**config.mk**
```make
export PLATFORM = sky130hd
export DESIGN_NAME = csi2_tx_packetizer
export DESIGN_NICKNAME = d
export VERILOG_FILES = /design/src/rtl/csi2_pkg.sv /design/src/rtl/csi2_crc16_2b.sv /design/src/rtl/csi2_tx_packetizer.sv
export SDC_FILE = /design/constraint.sdc
export NUM_CORES = 1
export LEC_CHECK = 0
export BUFFER_PORTS_ARGS = -buffer_cell sky130_fd_sc_hd__buf_2
export CAP_MARGIN = 20
export CELL_PAD_IN_SITES_DETAIL_PLACEMENT = 0
export CELL_PAD_IN_SITES_GLOBAL_PLACEMENT = 1
export CORE_MARGIN = 2
export CORE_UTILIZATION = 48
export CTS_CLUSTER_DIAMETER = 200
export DETAILED_ROUTE_END_ITERATION = 7
export GPL_ROUTABILITY_DRIVEN = 0
export PLACE_DENSITY_LB_ADDON = 0.1
export SETUP_SLACK_MARGIN = 0.05
export SKIP_CTS_REPAIR_TIMING = 1
export SLEW_MARGIN = 20
export SYNTH_ARGS = -nofsm -noshare
export SYNTH_HDL_FRONTEND = slang
export SYNTH_HIERARCHICAL = 1
export SYNTH_SLANG_ARGS = --single-unit
```
**constraint.sdc**
```tcl
create_clock -name clk_50m -period 5.3 [get_ports clk_50m]
set_clock_uncertainty 0.2 [all_clocks]
set_input_delay 0.795 -clock clk_50m [delete_from_list [all_inputs] [get_ports clk_50m]]
set_output_delay 0.795 -clock clk_50m [all_outputs]
set_load 0.01 [all_outputs]
```
**src/rtl/csi2_pkg.sv**
```systemverilog
// CSI-2 packet constants plus the header ECC and payload CRC-16 helpers
// shared by the transmitter and its CRC engine.
package csi2_pkg;

  localparam logic [5:0] DT_FS   = 6'h00;
  localparam logic [5:0] DT_FE   = 6'h01;
  localparam logic [5:0] DT_RAW8 = 6'h2A;

  typedef struct packed {
    logic [7:0] wc_hi;
    logic [7:0] wc_lo;
    logic [7:0] di;
  } pkt_hdr_t;

  // Each ECC bit is the parity of a fixed subset of the 24 header bits.
  function automatic logic [7:0] csi2_ecc(input pkt_hdr_t h);
    logic [23:0] d;
    d = h;
    return {2'b00,
            ^(d & 24'hEFFC00), ^(d & 24'hDF03F0), ^(d & 24'hB8E38E),
            ^(d & 24'h749A6D), ^(d & 24'hF2555B), ^(d & 24'hF12CB7)};
  endfunction

  // Reflected CCITT polynomial; bits enter LSB first.
  function automatic logic [15:0] crc16_byte(input logic [15:0] c, input logic [7:0] b);
    logic [15:0] r;
    r = c;
    for (int i = 0; i < 8; i++)
      r = (r[0] ^ b[i]) ? ((r >> 1) ^ 16'h8408) : (r >> 1);
    return r;
  endfunction

endpackage

```
**src/rtl/csi2_crc16_2b.sv**
```systemverilog
// Two-byte-per-cycle CSI-2 payload CRC; byte [7:0] is folded in first.
module csi2_crc16_2b
  import csi2_pkg::*;
(
  input  logic        clk_50m,
  input  logic        rst,
  input  logic        init,
  input  logic        en,
  input  logic [15:0] data,
  output logic [15:0] crc
);

  always_ff @(posedge clk_50m or posedge rst) begin
    if (rst)       crc <= 16'hFFFF;
    else if (init) crc <= 16'hFFFF;
    else if (en)   crc <= crc16_byte(crc16_byte(crc, data[7:0]), data[15:8]);
  end

endmodule

```
**src/rtl/csi2_tx_packetizer.sv**
```systemverilog
// Two-lane CSI-2 frame generator: FS, LINES long packets with CRC, FE,
// each followed by an LP gap. All outputs are registered.
//
// state     | meaning
// IDLE      | waiting for start
// FS_HDR    | frame start short packet on the lanes
// GAP       | lane_valid low for LP_GAP cycles
// LH_HDR    | long packet header on the lanes
// PAYLOAD   | payload byte pairs on the lanes
// CRC       | payload CRC on the lanes
// FE_HDR    | frame end short packet on the lanes
// DONE      | frame_done pulse
module csi2_tx_packetizer
  import csi2_pkg::*;
#(
  parameter logic [1:0]  VC            = 2'd0,
  parameter logic [5:0]  DT            = DT_RAW8,
  parameter int unsigned WORD_COUNT    = 640,
  parameter int unsigned LINES         = 480,
  parameter int unsigned LP_GAP        = 16,
  parameter logic [15:0] FRAME_NUM_RST = 16'h0001
) (
  input  logic        clk_50m,
  input  logic        rst,
  input  logic        start,
  input  logic [15:0] pix_data,
  input  logic        pix_valid,
  output logic        pix_ready,
  output logic [15:0] lane_data,
  output logic        lane_valid,
  output logic        busy,
  output logic        frame_done,
  output logic        underrun
);

  localparam logic [2:0] S_IDLE    = 3'd0;
  localparam logic [2:0] S_FS_HDR  = 3'd1;
  localparam logic [2:0] S_GAP     = 3'd2;
  localparam logic [2:0] S_LH_HDR  = 3'd3;
  localparam logic [2:0] S_PAYLOAD = 3'd4;
  localparam logic [2:0] S_CRC     = 3'd5;
  localparam logic [2:0] S_FE_HDR  = 3'd6;
  localparam logic [2:0] S_DONE    = 3'd7;

  localparam logic [15:0] WC16    = 16'(WORD_COUNT);
  localparam logic [15:0] HALF_M1 = 16'(WORD_COUNT / 2 - 1);
  localparam logic [15:0] GAP_M1  = 16'(LP_GAP - 1);
  localparam logic [15:0] LINES16 = 16'(LINES);

  logic [2:0]  state;
  logic [15:0] cnt, line_cnt, rdy_cnt, frame_num, hdr_hi, pix_q, crc, pix_word;
  logic        fe_sent, lh_enter;
  pkt_hdr_t    fs_hdr, fe_hdr, lh_hdr;

  assign fs_hdr   = {frame_num, VC, DT_FS};
  assign fe_hdr   = {frame_num, VC, DT_FE};
  assign lh_hdr   = {WC16, VC, DT};
  assign pix_word = pix_valid ? pix_data : 16'h0000;
  assign lh_enter = (state == S_GAP) && (cnt == 16'd0) && !fe_sent && (line_cnt != 16'd0);

  csi2_crc16_2b u_crc (
    .clk_50m (clk_50m),
    .rst     (rst),
    .init    (lh_enter),
    .en      (pix_ready),
    .data    (pix_word),
    .crc     (crc)
  );

  always_ff @(posedge clk_50m or posedge rst) begin
    if (rst) begin
      state      <= S_IDLE;
      cnt        <= 16'd0;
      line_cnt   <= 16'd0;
      rdy_cnt    <= 16'd0;
      frame_num  <= FRAME_NUM_RST;
      hdr_hi     <= 16'd0;
      pix_q      <= 16'd0;
      fe_sent    <= 1'b0;
      pix_ready  <= 1'b0;
      lane_data  <= 16'd0;
      lane_valid <= 1'b0;
      busy       <= 1'b0;
      frame_done <= 1'b0;
      underrun   <= 1'b0;
    end else begin
      frame_done <= 1'b0;

      // Payload is fetched one cycle ahead of the lanes so the stream never stalls.
      if (lh_enter) begin
        pix_ready <= 1'b1;
        rdy_cnt   <= HALF_M1;
      end else if (pix_ready) begin
        if (rdy_cnt == 16'd0) pix_ready <= 1'b0;
        else                  rdy_cnt   <= rdy_cnt - 16'd1;
      end
      if (pix_ready) begin
        pix_q <= pix_word;
        if (!pix_valid) underrun <= 1'b1;
      end

      case (state)
        S_IDLE: begin
          if (start) begin
            state      <= S_FS_HDR;
            busy       <= 1'b1;
            underrun   <= 1'b0;
            lane_valid <= 1'b1;
            lane_data  <= {fs_hdr.wc_lo, fs_hdr.di};
            hdr_hi     <= {csi2_ecc(fs_hdr), fs_hdr.wc_hi};
            cnt        <= 16'd1;
            line_cnt   <= LINES16;
            fe_sent    <= 1'b0;
          end
        end
        S_FS_HDR, S_LH_HDR, S_FE_HDR: begin
          if (cnt != 16'd0) begin
            lane_data <= hdr_hi;
            cnt       <= 16'd0;
          end else if (state == S_LH_HDR) begin
            state     <= S_PAYLOAD;
            lane_data <= pix_q;
            cnt       <= HALF_M1;
          end else begin
            state      <= S_GAP;
            lane_valid <= 1'b0;
            lane_data  <= 16'd0;
            cnt        <= GAP_M1;
          end
        end
        S_PAYLOAD: begin
          if (cnt != 16'd0) begin
            lane_data <= pix_q;
            cnt       <= cnt - 16'd1;
          end else begin
            state     <= S_CRC;
            lane_data <= crc;
          end
        end
        S_CRC: begin
          state      <= S_GAP;
          lane_valid <= 1'b0;
          lane_data  <= 16'd0;
          cnt        <= GAP_M1;
          line_cnt   <= line_cnt - 16'd1;
        end
        S_GAP: begin
          if (cnt != 16'd0) begin
            cnt <= cnt - 16'd1;
          end else if (fe_sent) begin
            state      <= S_DONE;
            busy       <= 1'b0;
            frame_done <= 1'b1;
            frame_num  <= (frame_num == 16'hFFFF) ? 16'h0001 : frame_num + 16'd1;
          end else if (line_cnt != 16'd0) begin
            state      <= S_LH_HDR;
            lane_valid <= 1'b1;
            lane_data  <= {lh_hdr.wc_lo, lh_hdr.di};
            hdr_hi     <= {csi2_ecc(lh_hdr), lh_hdr.wc_hi};
            cnt        <= 16'd1;
          end else begin
            state      <= S_FE_HDR;
            fe_sent    <= 1'b1;
            lane_valid <= 1'b1;
            lane_data  <= {fe_hdr.wc_lo, fe_hdr.di};
            hdr_hi     <= {csi2_ecc(fe_hdr), fe_hdr.wc_hi};
            cnt        <= 16'd1;
          end
        end
        S_DONE:  state <= S_IDLE;
        default: state <= S_IDLE;
      endcase
    end
  end

endmodule

```
* Word-level counts from Yosys, hierarchy flattened
Cells that the tools add are included.
** Storage, ports and cells
- Flip-flop bits (word level) :: 137
- Latch bits :: 0
- Memory bits (writable) :: 0
- Memory bits (read-only) :: 0
- Bits of input ports :: 20
- Output and inout port bits :: 21
- Logic and storage cells :: 181
- Memories :: 0
** Cells by class
- $add $sub $neg :: 4
- Multipliers :: 0
- Divide/modulo/power cells :: 0
- $lt $le $gt $ge :: 0
- Equal/unequal tests :: 18
- Shift-type cells :: 0
- Muxes and demuxes :: 77
- Bitwise gates (word level) :: 33
- Reduce and logical (&&, ||, !) cells :: 34
** Operators by type and width (number)
- 2-to-1 mux 16 bit :: 38
- parity 24 bit :: 9
- one-hot mux 16 bit (5 select lines) :: 2
- one-hot mux 16 bit (2 select lines) :: 2
- NOT 2 -> 3 bit :: 16
- subtractor 16 x 1 -> 16 bit (second input constant) :: 3
- logical NOT 16 bit :: 2
- nonzero test 16 bit :: 2
- 2-to-1 mux 1 bit :: 21
- 2-to-1 mux 3 bit :: 7
- AND reduction 4 bit :: 5
- 2-to-1 mux 9 bit :: 2
- != test 2 bit (second input constant) :: 9
- one-hot mux 3 bit (6 select lines) :: 1
- adder 16 x 1 -> 16 bit (second input constant) :: 1
- equality test 16 bit (second input constant) :: 1
- bitwise XOR 1 bit :: 16
- 2-to-1 mux 14 bit :: 1
- equality test 3 bit (second input constant) :: 4
- equality test 3 x 2 -> 1 bit (second input constant) :: 2
- AND reduction 3 bit :: 2
- AND reduction 6 bit :: 1
- nonzero test 2 bit :: 3
- nonzero test 5 bit :: 1
- 11 further kinds :: 15

* Depth between registers and ports, before layout
- Word-level depth :: 35
- Mapped depth :: 14
- Gate-level depth less buffers :: 9

* By module
Netlist, hierarchy kept.
** Modules (own cells, without submodules)
- csi2_tx_packetizer :: times used 1, cells each 689, area each 6493.7 sq um, sequential area each 2979.1 sq um
- csi2_crc16_2b :: times used 1, cells each 116, area each 1214.9 sq um, sequential area each 420.4 sq um

* Worst setup path before layout
No wires, ideal clock.
- Path kind :: reg-to-reg
- Start point :: register state[0]
- End point :: register u_crc.crc[7]
- Library setup time :: 0.073 ns
- Arrival time :: 2.711 ns
- Required time :: 5.027 ns
- Slack :: 2.316 ns
- Cell stages (with the launch flop) :: 15
- Buffers on the path :: 6
- Period minus slack after synthesis :: 2.984 ns
- Path through :: dfrtp_1 -> inv_1 -> ha_1 -> buf_2 -> nor2b_1 -> buf_2 -> and2_1 -> clkbuf_1 -> nand2_1 -> inv_1 -> clkbuf_1 -> buf_1 -> clkbuf_1 -> nor3_1 -> a21oi_1
** On the way
- Longest elaborated chain between the ends :: 5
- Elaborated cells on any way between the ends :: 6
- Those cells by class :: eq/ne: 1; mux: 1; reduce/logical: 4
** Ends and longest elaborated chain
- from (decl) :: RTL line csi2_tx_packetizer.sv:50 : logic [2:0] state;
- from (signal assigned) :: RTL line csi2_tx_packetizer.sv:72 : state <= S_IDLE;
- from (signal assigned) :: RTL line csi2_tx_packetizer.sv:105 : state <= S_FS_HDR;
- from (signal assigned) :: RTL line csi2_tx_packetizer.sv:121 : state <= S_PAYLOAD;
- equality test 3 x 2 -> 1 bit (*) :: RTL line csi2_tx_packetizer.sv:59 : assign lh_enter = (state == S_GAP) && (cnt == 16'd0) && !fe_sent && (line_cnt != 16'd0);
- logical AND 1 bit (*) (3 in a row) :: RTL line csi2_tx_packetizer.sv:59
- via lh_enter :: RTL line csi2_tx_packetizer.sv:52 : logic fe_sent, lh_enter;
- 2-to-1 mux 16 bit or nonzero test 2 bit (tied branches)
- to (signal assigned) :: RTL line csi2_crc16_2b.sv:16 : else if (en) crc <= crc16_byte(crc16_byte(crc, data[7:0]), data[15:8]);
- to (decl) :: RTL line csi2_crc16_2b.sv:10 : output logic [15:0] crc
The timed path passes the listed nets; every way through them passes the cells marked *.
A chain may end at the register's enable or synchronous reset.

* Final worst setup path
- Start point :: register state[0]
- End point :: register u_crc.crc[8]
** On the way
- Longest elaborated chain between the ends :: 5
- Elaborated cells on any way between the ends :: 6
- Those cells by class :: eq/ne: 1; mux: 1; reduce/logical: 4
** Ends and longest elaborated chain (RTL line)
- equality test 3 x 2 -> 1 bit (*) :: csi2_tx_packetizer.sv:59
- logical AND 1 bit (*) (3 in a row) :: csi2_tx_packetizer.sv:59
- 2-to-1 mux 16 bit or nonzero test 2 bit (tied branches)
Every way passes the cells marked *; elsewhere a longest branch is shown, timed or not.

==> results.sh <==
export IMPL_totalNegativeSetupSlack_ns=0
export IMPL_grt_total_usage_pct=25.0
export IMPL_critPathArrivalTime_ns=3.46
export IMPL_synth_nets=843
export IMPL_rsz0062_at_grt="no"
export IMPL_rr_startpoint="state[0]"
export IMPL_cp_common_cell="inv_1"
export IMPL_areaGrowthSynthToFinish_pct=13.5
export IMPL_grt_pass1_wl_um=32800
export IMPL_seq_area_mm2=0.00340
export IMPL_core_mm2=0.0158
export IMPL_io_pins=41
export IMPL_grt_ovfl_total=0
export IMPL_grt_max_degree=51
export IMPL_synthesis_area_mm2=0.00771
export IMPL_setup_violations=0
export IMPL_async_reset_ff_share_pct=100
export IMPL_mostFrequentLayoutCells="118 x dfrtp_1, 78 x nand2_1, 61 x o21ai_0"
export IMPL_synth_avg_cell_area_um2=9.58
export IMPL_required_ns=5.44
export IMPL_clk_pin_slew_ns=0.06
export IMPL_crit_fanout=29
export IMPL_timing_worst_setup_path_type="flop to flop"
export IMPL_maxSlewViolCount=0
export IMPL_nNetsFinal=880
export IMPL_setup_slack_ns=1.98
export IMPL_portBuffers=40
export IMPL_vias_per_cell=5.80
export IMPL_relSlewSlack_pct=40.2
export IMPL_die_area_mm2=0.0171
export IMPL_tightestPinTransition_ns=0.889
export IMPL_drt_initial_drc_count=472
export IMPL_fp_row_count=46
export IMPL_cp_cell_sequence="inv_1, ha_1, nor2b_1, buf_4, and2_1, nand2_1, inv_1, nor2_1, a21oi_1"
export IMPL_ys_warnings_count=6
export IMPL_dieHeight_um=131
export IMPL_max_clock_freq_mhz=302
export IMPL_cts_root_buf="clkbuf_16"
export IMPL_status="finished, final reports clean"
export IMPL_start_kind="flop"
export IMPL_finalHoldViolations=0
export IMPL_fin_util_pct=55.5
export IMPL_ant_nets=0
export IMPL_antenna_found_initial=0
export IMPL_fin_crit_ns=3.32
export IMPL_num_vias=6213
export IMPL_fillCellCount=1445
export IMPL_cts_sink_count=135
export IMPL_cts_buffers=17
export IMPL_grt_pass1_vias=6010
export IMPL_dr_pass1_iters=5
export IMPL_wl_per_cell_um=19.0
export IMPL_multi_input_area_mm2=0.00411
export IMPL_h_tree_depth=4
export IMPL_critPathSlowestCell="inv_1"
export IMPL_antenna_cells=0
export IMPL_layout_commonest_cell="dfrtp_1"
export IMPL_ir_drop_mv=0.359
export IMPL_ys_flop_type="dfrtp_1"
export IMPL_yosys_register_bits=135
export IMPL_clock_latency_ns=0.42
export IMPL_maxCapViolCount=0
export IMPL_die_w_um=131
export IMPL_pwr_density_cell_mw_per_mm2=477
export IMPL_cp_startpoint="state[0]"
export IMPL_seq_area_frac_synth_pct=44.1
export IMPL_hpwl_um=14800
export IMPL_hp_class="input pin to async pin"
export IMPL_synth_edf_count=0
export IMPL_hold_ws_ns=0.204
export IMPL_drc=0
export IMPL_clk_path_buf_depth=2
export IMPL_yosysUniqueCellTypes=71
export IMPL_period_share_pct=62.6
export IMPL_cts_tree="done"
export IMPL_r2r_cells=9
export IMPL_leakage_nw=3.79
export IMPL_syn_inst=805
export IMPL_end_kind="flop"
export IMPL_wirelength_um=20300
export IMPL_dp_slack_ns=1.95
export IMPL_slowest_delay_ns=0.71
export IMPL_drive_gt1_share_pct=16.8
export IMPL_start_util_pct=48.9
-- path summary, 6_finish.rpt --
check / slack, ns / end
worst max register to register: 1.98 / u_crc/crc[8]
max in group asynchronous: 3.72 / cnt[3]
min in group clk_50m: 0.29 / cnt[15]
worst min register to register: 0.29 / cnt[15]
worst min-delay path: 0.20 / lane_data[2]
worst max-delay path: 1.98 / u_crc/crc[8]
-- layout make-up --
| type | count | share of cell area [%] |
|---|---|---|
| Multi-Input combinational cell | 619 | 47.0 |
| Timing Repair Buffer | 49 | 3.06 |
| Clock buffer | 17 | 4.86 |
| Inverter | 20 | 0.887 |
| Clock inverter | 15 | 2.20 |
| Sequential cell | 135 | 38.9 |
| Tap cell | 216 | 3.09 |
-- metal layers --
| layer | GRT usage, % | wire [µm] |
|---|---|---|
| met5 | 0 | 0 |
| met4 | 7.45 | 287 |
| met3 | 4.23 | 936 |
| met2 | 37.6 | 9160 |
| met1 | 37.3 | 9950 |
-- kinds of logic (layout without fill, tap and decap cells) --
kind of cell,after synthesis,after routing,share of synthesized area [%]
adders and majority gates,18,18,2.92
buffers and inverters,51,101,2.58
muxes,25,25,3.54
and+or+nand+nor,293,293,19.4
xor gates and xnor gates,88,88,11.2
AOI/OAI and AO/OA,195,195,16.3
DFF,135,135,44.1
-- Yosys cell counts, types with 7 or more instances --
cell      number  area [µm²]
dfrtp_1      118        2950
nand2_1       78         293
o21ai_0       61         305
nor2_1        60         225
xnor2_1       54         473
a21oi_1       42         210
xor2_1        28         245
nor3_1        26         130
clkbuf_1      23        86.3
nand3_1       23         115
and2_1        21         131
inv_1         20        75.1
ha_1          18         225
mux2_2        18         203
dfstp_2       17         447
o31ai_1       12        90.1
a22o_1         9        78.8
nand2b_1       9        56.3
nand4_1        9        56.3
nor2b_1        9        56.3
nor4_1         9        56.3
or2_2          9        56.3
mux2i_1        7        70.1
o22ai_1        7        43.8
or3_1          7        43.8
or4_1          7        52.6
-- per-stage QoR --
stage | instances | area (µm²) | total power, mW
after floorplan | 805 | 7710 | 2.62
after global placement | 1039 | 8130 | 2.91
after detailed placement | 1039 | 8130 | 2.92
after CTS | 1071 | 8750 | 4.18
after global routing | 1071 | 8750 | 4.36
final | 1071 | 8750 | 4.18
-- worst max-delay path, delay by kind of cell, from the launching register on --
family | cells | cell delay [ns]
adders and majority gates | 1 | 0.38
AOI/OAI and AO/OA | 1 | 0.22
DFF | 1 | 0.40
buffers and inverters | 3 | 1.03
and+or+nand+nor | 4 | 1.00
-- power by group --
part           switching [mW]  internal (mW)
combinational           0.785          0.838
clock                   0.493          0.751
sequential             0.0994           1.21
total                    1.38           2.80
-- sequential cells by signal, indices dropped and copies added, names as in the netlist --
name	count
frame_done	1
busy	1
underrun	1
pix_ready	1
frame_num	16
cnt	16
u_crc/crc	16
lane_data	16
line_cnt	16
lane_valid	1
pix_q	16
state	3
hdr_hi	14
rdy_cnt	16
fe_sent	1
Note: power is estimated with default switching activity, not from simulation.
